`src/rtl/lcd_pkg.sv`:
```
// ============================================================================
// lcd_pkg : shared types and constants for the LCD 4-bit bus driver.
// Feature macro: LCD_POWERON_INIT_EN adds the power-on init states.
// Revision: 1.0
// ============================================================================
`default_nettype none

package lcd_pkg;

  localparam int CNT_W = 20;

  localparam int C_T_SETUP    = 2;
  localparam int C_T_PULSE    = 12;
  localparam int C_T_HOLD     = 1;
  localparam int C_T_GAP      = 50;
  localparam int C_T_CMD_WAIT = 2000;
  localparam int C_T_PWR_ON   = 750000;
  localparam int C_T_INIT1    = 205000;
  localparam int C_T_INIT2    = 5000;

  localparam int DB_RS       = 9;
  localparam int DB_RW       = 8;
  localparam int DB_DATA_MSB = 7;
  localparam int DB_DATA_LSB = 0;

  localparam logic [3:0] C_NIB_WAKE  = 4'h3;
  localparam logic [3:0] C_NIB_FINAL = 4'h2;

  typedef enum logic [3:0] {
    ST_IDLE     = 4'd0,
    ST_LATCH    = 4'd1,
    ST_HI_SETUP = 4'd2,
    ST_HI_PULSE = 4'd3,
    ST_HI_HOLD  = 4'd4,
    ST_GAP      = 4'd5,
    ST_LO_SETUP = 4'd6,
    ST_LO_PULSE = 4'd7,
    ST_LO_HOLD  = 4'd8,
    ST_CMD_WAIT = 4'd9,
    ST_DONE     = 4'd10
`ifdef LCD_POWERON_INIT_EN
    ,
    ST_INIT       = 4'd11,
    ST_INIT_SETUP = 4'd12,
    ST_INIT_PULSE = 4'd13,
    ST_INIT_HOLD  = 4'd14,
    ST_INIT_WAIT  = 4'd15
`endif
  } state_t;

  // Three wake-up nibbles followed by the switch to 4-bit mode.
  function automatic logic [3:0] init_nibble(input logic [1:0] idx);
    return (idx == 2'd3) ? C_NIB_FINAL : C_NIB_WAKE;
  endfunction

endpackage

`default_nettype wire

```
`src/rtl/lcd_delay_counter.sv`:
```
// ============================================================================
// lcd_delay_counter : loadable down-counter with zero flag, shared by all
// timed states of the LCD bus driver.
// Revision: 1.0
// ============================================================================
`default_nettype none

module lcd_delay_counter #(
  parameter int               WIDTH   = 20,
  parameter logic [WIDTH-1:0] RST_VAL = '0
) (
  input  logic             clk,
  input  logic             reset,
  input  logic             i_load,
  input  logic [WIDTH-1:0] i_load_val,
  input  logic             i_en,
  output logic             o_zero
);

  logic [WIDTH-1:0] r_cnt;

  always_ff @(posedge clk) begin
    if (reset) begin
      r_cnt <= RST_VAL;
    end else if (i_load) begin
      r_cnt <= i_load_val;
    end else if (i_en && (r_cnt != '0)) begin
      r_cnt <= r_cnt - WIDTH'(1);
    end
  end

  assign o_zero = (r_cnt == '0);

endmodule

`default_nettype wire

```
`src/rtl/lcd_bus_driver.sv`:
```
// ============================================================================
// lcd_bus_driver : executes one {RS,RW,D[7:0]} instruction as two nibble
// writes on a 4-bit HD44780 bus. Optional macro: LCD_POWERON_INIT_EN.
// Revision: 1.0
// ============================================================================
`default_nettype none

module lcd_bus_driver
  import lcd_pkg::*;
#(
  parameter int T_SETUP    = C_T_SETUP,
  parameter int T_PULSE    = C_T_PULSE,
  parameter int T_HOLD     = C_T_HOLD,
  parameter int T_GAP      = C_T_GAP,
  parameter int T_CMD_WAIT = C_T_CMD_WAIT
`ifdef LCD_POWERON_INIT_EN
  ,
  parameter int T_PWR_ON   = C_T_PWR_ON,
  parameter int T_INIT1    = C_T_INIT1,
  parameter int T_INIT2    = C_T_INIT2
`endif
) (
  input  logic       clk,
  input  logic       reset,
  input  logic       start,
  input  logic [9:0] db,
  output logic       done,
  output logic       busy,
  output logic       lcd_e,
  output logic       lcd_rs,
  output logic       lcd_rw,
  output logic [3:0] lcd_d
);

  // Counter loads duration-1 so a state lasts exactly its duration.
  localparam logic [CNT_W-1:0] c_ld_setup = CNT_W'(T_SETUP - 1);
  localparam logic [CNT_W-1:0] c_ld_pulse = CNT_W'(T_PULSE - 1);
  localparam logic [CNT_W-1:0] c_ld_hold  = CNT_W'(T_HOLD - 1);
  localparam logic [CNT_W-1:0] c_ld_gap   = CNT_W'(T_GAP - 1);
  localparam logic [CNT_W-1:0] c_ld_cmd   = CNT_W'(T_CMD_WAIT - 1);

`ifdef LCD_POWERON_INIT_EN
  localparam state_t           c_rst_state = ST_INIT;
  localparam logic             c_rst_busy  = 1'b1;
  localparam logic [CNT_W-1:0] c_rst_cnt   = CNT_W'(T_PWR_ON - 1);
`else
  localparam state_t           c_rst_state = ST_IDLE;
  localparam logic             c_rst_busy  = 1'b0;
  localparam logic [CNT_W-1:0] c_rst_cnt   = '0;
`endif

  state_t           r_state, w_next;
  logic [9:0]       r_db, w_src;
  logic             w_load, w_zero, w_hi, w_lo, w_init_win;
  logic [CNT_W-1:0] w_load_val;
  logic [3:0]       w_d_nx;
  logic             w_rs_nx, w_rw_nx;
  logic             r_e, r_rs, r_rw, r_done, r_busy;
  logic [3:0]       r_d;
`ifdef LCD_POWERON_INIT_EN
  logic [1:0]       r_init_idx, w_idx_nx;
`endif

  lcd_delay_counter #(
    .WIDTH   (CNT_W),
    .RST_VAL (c_rst_cnt)
  ) u_delay (
    .clk        (clk),
    .reset      (reset),
    .i_load     (w_load),
    .i_load_val (w_load_val),
    .i_en       (r_state != ST_IDLE),
    .o_zero     (w_zero)
  );

  always_ff @(posedge clk) begin
    if (reset) begin
      r_state <= c_rst_state;
    end else begin
      r_state <= w_next;
    end
  end

  always_comb begin
    w_next     = r_state;
    w_load     = 1'b0;
    w_load_val = '0;
`ifdef LCD_POWERON_INIT_EN
    w_idx_nx   = r_init_idx;
`endif
    case (r_state)
      ST_IDLE:     if (start) w_next = ST_LATCH;
      ST_LATCH:    begin w_next = ST_HI_SETUP; w_load = 1'b1; w_load_val = c_ld_setup; end
      ST_HI_SETUP: if (w_zero) begin w_next = ST_HI_PULSE; w_load = 1'b1; w_load_val = c_ld_pulse; end
      ST_HI_PULSE: if (w_zero) begin w_next = ST_HI_HOLD;  w_load = 1'b1; w_load_val = c_ld_hold;  end
      ST_HI_HOLD:  if (w_zero) begin w_next = ST_GAP;      w_load = 1'b1; w_load_val = c_ld_gap;   end
      ST_GAP:      if (w_zero) begin w_next = ST_LO_SETUP; w_load = 1'b1; w_load_val = c_ld_setup; end
      ST_LO_SETUP: if (w_zero) begin w_next = ST_LO_PULSE; w_load = 1'b1; w_load_val = c_ld_pulse; end
      ST_LO_PULSE: if (w_zero) begin w_next = ST_LO_HOLD;  w_load = 1'b1; w_load_val = c_ld_hold;  end
      ST_LO_HOLD:  if (w_zero) begin w_next = ST_CMD_WAIT; w_load = 1'b1; w_load_val = c_ld_cmd;   end
      ST_CMD_WAIT: if (w_zero) w_next = ST_DONE;
      ST_DONE:     w_next = ST_IDLE;
`ifdef LCD_POWERON_INIT_EN
      ST_INIT:       if (w_zero) begin w_next = ST_INIT_SETUP; w_load = 1'b1; w_load_val = c_ld_setup; end
      ST_INIT_SETUP: if (w_zero) begin w_next = ST_INIT_PULSE; w_load = 1'b1; w_load_val = c_ld_pulse; end
      ST_INIT_PULSE: if (w_zero) begin w_next = ST_INIT_HOLD;  w_load = 1'b1; w_load_val = c_ld_hold;  end
      ST_INIT_HOLD: begin
        if (w_zero) begin
          w_next = ST_INIT_WAIT;
          w_load = 1'b1;
          case (r_init_idx)
            2'd0:    w_load_val = CNT_W'(T_INIT1 - 1);
            2'd1:    w_load_val = CNT_W'(T_INIT2 - 1);
            default: w_load_val = c_ld_cmd;
          endcase
        end
      end
      ST_INIT_WAIT: begin
        if (w_zero) begin
          if (r_init_idx == 2'd3) begin
            w_next = ST_IDLE;
          end else begin
            w_next     = ST_INIT_SETUP;
            w_load     = 1'b1;
            w_load_val = c_ld_setup;
            w_idx_nx   = r_init_idx + 2'd1;
          end
        end
      end
`endif
      default:     w_next = ST_IDLE;
    endcase
  end

  // Outputs are registered from the next state so each pin changes on the
  // same edge that enters the corresponding state.
  assign w_src = (r_state == ST_LATCH) ? db : r_db;
  assign w_hi  = (w_next == ST_HI_SETUP) || (w_next == ST_HI_PULSE) || (w_next == ST_HI_HOLD);
  assign w_lo  = (w_next == ST_LO_SETUP) || (w_next == ST_LO_PULSE) || (w_next == ST_LO_HOLD);
`ifdef LCD_POWERON_INIT_EN
  assign w_init_win = (w_next == ST_INIT_SETUP) || (w_next == ST_INIT_PULSE) ||
                      (w_next == ST_INIT_HOLD);
`else
  assign w_init_win = 1'b0;
`endif

  always_comb begin
    w_d_nx  = 4'h0;
    w_rs_nx = 1'b0;
    w_rw_nx = 1'b0;
    if (w_hi || w_lo) begin
      w_d_nx  = w_hi ? w_src[DB_DATA_MSB -: 4] : w_src[DB_DATA_LSB +: 4];
      w_rs_nx = w_src[DB_RS];
      w_rw_nx = w_src[DB_RW];
    end else if (w_init_win) begin
`ifdef LCD_POWERON_INIT_EN
      w_d_nx  = init_nibble(w_idx_nx);
`endif
    end
  end

  always_ff @(posedge clk) begin
    if (reset) begin
      r_db   <= '0;
      r_e    <= 1'b0;
      r_rs   <= 1'b0;
      r_rw   <= 1'b0;
      r_d    <= 4'h0;
      r_done <= 1'b0;
      r_busy <= c_rst_busy;
`ifdef LCD_POWERON_INIT_EN
      r_init_idx <= 2'd0;
`endif
    end else begin
      if (r_state == ST_LATCH) r_db <= db;
      r_e    <= (w_next == ST_HI_PULSE) || (w_next == ST_LO_PULSE)
`ifdef LCD_POWERON_INIT_EN
                || (w_next == ST_INIT_PULSE)
`endif
                ;
      r_rs   <= w_rs_nx;
      r_rw   <= w_rw_nx;
      r_d    <= w_d_nx;
      r_done <= (w_next == ST_DONE);
      r_busy <= (w_next != ST_IDLE);
`ifdef LCD_POWERON_INIT_EN
      r_init_idx <= w_idx_nx;
`endif
    end
  end

  assign done   = r_done;
  assign busy   = r_busy;
  assign lcd_e  = r_e;
  assign lcd_rs = r_rs;
  assign lcd_rw = r_rw;
  assign lcd_d  = r_d;

endmodule

`default_nettype wire

```
`config.mk`:
```
export PLATFORM = sky130hd
export DESIGN_NAME = lcd_bus_driver
export DESIGN_NICKNAME = d
export VERILOG_FILES = /design/src/rtl/lcd_pkg.sv /design/src/rtl/lcd_delay_counter.sv /design/src/rtl/lcd_bus_driver.sv
export SDC_FILE = /design/constraint.sdc
export NUM_CORES = 1
export LEC_CHECK = 0
export BUFFER_PORTS_ARGS = -buffer_cell sky130_fd_sc_hd__buf_2
export CORE_ASPECT_RATIO = 0.8
export CORE_UTILIZATION = 25
export CTS_BUF_LIST = sky130_fd_sc_hd__clkbuf_4 sky130_fd_sc_hd__clkbuf_8
export CTS_CLUSTER_DIAMETER = 50
export DETAILED_ROUTE_END_ITERATION = 7
export GPL_TIMING_DRIVEN = 0
export PLACE_DENSITY = 0.51
export SYNTH_ARGS = -nofsm -noshare
export SYNTH_HDL_FRONTEND = slang
export SYNTH_SLANG_ARGS = --single-unit
```
`constraint.sdc`:
```
create_clock -name clk -period 3 [get_ports clk]
set_clock_uncertainty 0.15 [all_clocks]
set_input_delay 0.3 -clock clk [delete_from_list [all_inputs] [get_ports clk]]
set_output_delay 0.3 -clock clk [all_outputs]
set_load 0.02 [all_outputs]
```
### Word level (Yosys, flattened, before mapping)

Index checks and enable logic that the tools add are counted.

| storage, ports and cells | value |
|---|---|
| output and inout bits | 9 |
| latch bits | 0 |
| flip-flop bits (word level) | 43 |
| memory bits (read-only) | 0 |
| RAM bits | 0 |
| memories | 0 |
| word-level logic and storage cells | 64 |
| input bits | 13 |

| cells by class | value |
|---|---|
| multipliers | 0 |
| div/mod/pow operators | 0 |
| equal/unequal tests | 16 |
| mux-type cells | 21 |
| add/sub/neg operators | 1 |
| reductions and logical operators | 16 |
| bitwise operators | 1 |
| $lt $le $gt $ge | 0 |
| shift-type cells | 0 |

Operators by type and width:

| operator | number |
|---|---|
| $pmux 11 s5 | 1 |
| $mux 4 | 11 |
| $mux 20 | 2 |
| $pmux 4 s10 | 1 |
| $eq 4x3->1 const B | 7 |
| $logic_not 20->1 | 1 |
| $reduce_bool 20->1 | 1 |
| $sub 20x1->20 const B | 1 |
| $eq 4x2->1 const B | 4 |
| $eq 4x4->1 const B | 4 |
| $mux 11 | 1 |
| $mux 10 | 1 |
| $reduce_bool 4->1 | 2 |
| $reduce_or 7->1 | 1 |
| $logic_or 1x1->1 | 6 |
| $mux 6 | 1 |
| $eq 4x1->1 const B | 1 |
| $logic_not 4->1 | 1 |
| $reduce_or 2->1 | 2 |
| $mux 1 | 2 |
| $pmux 1 s2 | 1 |
| $reduce_bool 2->1 | 1 |
| $logic_and 1x1->1 | 1 |
| $not 1->1 | 1 |

### Longest topological paths before layout

| logic depth | value |
|---|---|
| depth in word-level cells | 9 |
| gate-level depth with buffers | 9 |

### Cells and area by module

A second synthesis with hierarchy kept.

| unflattened totals | value |
|---|---|
| cell total of the unflattened synthesis | 255 |
| area, all modules | 2,267.2 um^2 |

Modules (own cells, without submodules):

| module | area each (um^2) | instances | cells each |
|---|---|---|---|
| lcd_delay_counter | 1,213.7 | 1 | 143 |
| lcd_bus_driver | 1,053.5 | 1 | 112 |

### Least setup slack after synthesis

OpenSTA, ideal clock, no wires.

| timing | value |
|---|---|
| path kind | register to register |
| start point | register u_delay.r_cnt[10] |
| end point | register u_delay.r_cnt[19] |
| arrival | 2.058 ns |
| cell stages (with the launch flop) | 6 |
| slack | 0.722 ns |
| path through | dfxtp_1 > or4_4 > or3_4 > or3_1 > or3_1 > a21oi_1 |

| between the ends | value |
|---|---|
| cells in the longest elaborated chain, start to end | 4 |
| elaborated cells between the ends (all ways) | 9 |

Ends and longest elaborated chain:

| item | RTL line | RTL |
|---|---|---|
| from (decl) | lcd_delay_counter.sv:20 | `logic [WIDTH-1:0] r_cnt;` |
| from (signal assigned) | lcd_delay_counter.sv:26 | `r_cnt <= i_load_val;` |
| from (signal assigned) | lcd_delay_counter.sv:28 | `r_cnt <= r_cnt - WIDTH'(1);` |
| branches (longest 4 deep; another with $sub 20x1->20) | -- |  |

Parallel ways; which one is timed is not known. The select of a mux whose other input is x is not followed.
A chain may end at the register's enable or synchronous reset.

### Final worst setup path

| timing | value |
|---|---|
| start point | register u_delay.r_cnt[10] |
| end point | register u_delay.r_cnt[7] |

| between the ends | value |
|---|---|
| cells in the longest elaborated chain, start to end | 4 |
| elaborated cells between the ends (all ways) | 9 |

Ends and longest elaborated chain:

| item | RTL line | RTL |
|---|---|---|
| $logic_not 20->1 | lcd_delay_counter.sv:32 | `assign o_zero = (r_cnt == '0);` |
| $mux 11 or $mux 1 (tied branches) | -- |  |
| $pmux 11 s5 or $pmux 1 s2 (tied branches) | lcd_bus_driver.sv:91 | `case (r_state)` |
| $mux 20 or $reduce_bool 2->1 (tied branches) | -- |  |

Several ways; a longest one is shown, not always the timed one.

==> results.cfg <==
[critical_path]
end_kind = flop
cpLargestDelayFamily = simple AND/OR/NAND/NOR gates
crit_slowest_cell = o21ai_0
path_buf_inv = 0
cp_cell_sequence = or4_4 > or3_4 > o21ai_0 > nor3_1 > a211oi_1
cp.arrival_ns = 2.80
critPathKind = flop to flop
critPathMaxFanout = 8
cp-start-kind = flop
slowest_delay_ns = 0.72
cp.required_ns = 3.07

[routing]
dr.pass1.iters = 4
vias_per_cell = 5.22
drt_iter0_drc = 156
final_antenna_net_count = 0
drt_wl_total_microns = 6230
wire_per_inst_microns = 14.9
drc = 0
vias = 2175

[logic_synthesis]
netlist.area_leader.share = 0.381
muxShareOfSynthArea = 0.0200
mappedNetlistNets = 291
ys.flop_type = dfxtp_1
syn-cell-area_sq_mm = 0.00226
yosysSeqAreaShare = 0.381
ys_ff_latch = 43
synth-simple-area-share = 0.291
synthAdderAreaFrac = 0.0111
synthCells = 276
yosysWarnings = 0
synth_compound_area_frac = 0.245
netlist-cell-type-count = 53
syn_area_per_cell_sq_um = 8.18
yosysTopAreaCell = dfxtp_1
async_flop_share = 0
synth_top_family_by_area = simple AND/OR/NAND/NOR gates
synth_edf_count = 0
synth.area.top_cells = dfxtp_1 38%, a21oi_1 6.9%, nand2_1 4.7%
synth_xor_area_frac = 0.00776

[placed_design]
place.port_buffers = 21
dpl_cell_area_sq_mm = 0.00250
dp.final_hpwl_microns = 4550
post-place-cells = 409
place_congestion = 0.883

[global_routing]
grt_max_degree = 16
grt_pass1_vias = 2006
grt_overflow_total = 0
grt_usage = 0.142
antenna_found_initial = 0
grt_pass1_wl_microns = 10400

[sta]
fmax_mhz = 366
tns_ns = 0
tightestPinTransition_ns = 0.878
fin_crit_ns = 2.73
maxSlewHeadroom = 0.408
setup_violations = 0
slew_viol_final = 0
holdWs_ns = 0.0745
hold_viol_final = 0
fin_crit_sh = 0.911
rsz0062_at_grt = no

[outcome]
outcome = completed

[clock_network]
cts_resized = 0
clk_pin_slew_ns = 0.09
numClockSinks = 43
clock_path_buffers = 2
cts_buffers = 5
clk_latency_ns = 0.30
postCtsHoldBufs = 0
cts_max_level = 2
cts_root_buf = clkbuf_8
post_cts_buffers = 0
cts_tree = done

[die]
start_util = 0.261
die_y_microns = 87.0
dieArea_sq_mm = 0.00941
ios = 22
core_area_sq_mm = 0.00863
fp.dieW_microns = 108
rows = 30

[layout]
fillCellCount = 964
multiInputGateArea_sq_mm = 0.00130
seq_area_sq_um = 861
area.growth.synth_to_final_pct = 15.0
final_util = 0.301
fin_cells = 417
final_common_cell = dfxtp_1
layout-drive-gt1-share = 0.161
layout_common_cells = 43 x dfxtp_1, 31 x a21oi_1, 28 x nand2_1, 22 x buf_2, 16 x nor3_1
nNetsFinal = 319
diodes = 0
stdcell_area_sq_mm = 0.00259

[power]
ir_drop_uv = 514
leakagePower_nw = 0.922
powerDensity_mw_per_mm2 = 1290

[run]
maxCapViolations = 0

[hold_path]
worstHoldPathType = primary input to flop
[registers in the layout, indices dropped and copies added (netlist names)]
register,count
lcd_rs,1
busy,1
done,1
lcd_d,4
r_state,4
lcd_rw,1
r_db,10
u_delay.r_cnt,20
lcd_e,1
[worst min-delay path, stage by stage]
cell and delay [ns]:
buf_2 0.09, nand2_1 0.04, a21oi_1 0.05
[logic make-up (layout without fill, tap and decap cells)]
| family | count (synthesis) | in the layout |
|---|---|---|
| muxes | 4 | 4 |
| xor gates and xnor gates | 2 | 2 |
| buffers and inverters | 23 | 52 |
| DFF | 43 | 43 |
| adders and majority gates | 2 | 2 |
| and+or+nand+nor | 117 | 117 |
| AOI/OAI and AO/OA | 85 | 85 |
[report_power, final]
part | total (W) | switching, W | internal, W
combinational | 0.00206 | 0.00133 | 0.000738
clock | 0.000389 | 0.000223 | 0.000167
sequential | 0.000888 | 0.000155 | 0.000733
total | 0.00334 | 0.00170 | 0.00164
[area by class of cell]
cell class / instances / share of cell area
Timing Repair Buffer: 21 / 0.0405
Buffer: 15 / 0.0265
Inverter: 8 / 0.0116
Sequential cell: 43 / 0.332
Clock buffer: 5 / 0.0265
Tap cell: 112 / 0.0540
Clock inverter: 3 / 0.00916
Multi-Input combinational cell: 210 / 0.500
[final timing paths]
kind                     start                to  slack (ns)  cells past startpoint
max          u_delay.r_cnt[10]  u_delay.r_cnt[7]        0.27                      5
min reg2reg            r_db[9]           r_db[9]        0.31                      2
min                      db[0]           r_db[0]        0.07                      3
max reg2reg  u_delay.r_cnt[10]  u_delay.r_cnt[7]        0.27                      5
[stage by stage]
stage / worst slack (ns) / total power [W]
after floorplan: 0.722 / 0.00237
after global placement: 0.318 / 0.00291
after detailed placement: 0.328 / 0.00292
after CTS: 0.291 / 0.00333
after global routing: 0.0788 / 0.00362
final: 0.267 / 0.00334
[per-layer routing]
| layer | wire, microns | part of all wire | GRT usage |
|---|---|---|---|
| met4 | 46 | 0.0074 | 0.0299 |
| met1 | 3330 | 0.53 | 0.225 |
| met2 | 2410 | 0.39 | 0.191 |
| met5 | 0 | 0 | 0 |
| met3 | 448 | 0.072 | 0.0277 |
[synthesized netlist by cell type (2+ instances only)]
library cell and number:
nor4_1 7, o22a_1 2, a31oi_1 4, dfxtp_1 43, a22o_1 2, nor2_1 10
or4_1 9, a21oi_1 31, a211oi_1 7, a21boi_0 3, inv_1 7, clkbuf_1 10
o31ai_1 11, nand2b_1 4, ha_1 2, a311oi_1 3, or2_2 5, nand3_1 7
buf_4 3, or3_1 12, nor2b_1 2, nor3_1 16, nor3b_1 5, o21ai_0 10
xnor2_1 2, o211ai_1 2, nand2_1 28, mux2_2 4
Note: power is estimated with default switching activity, not from simulation.
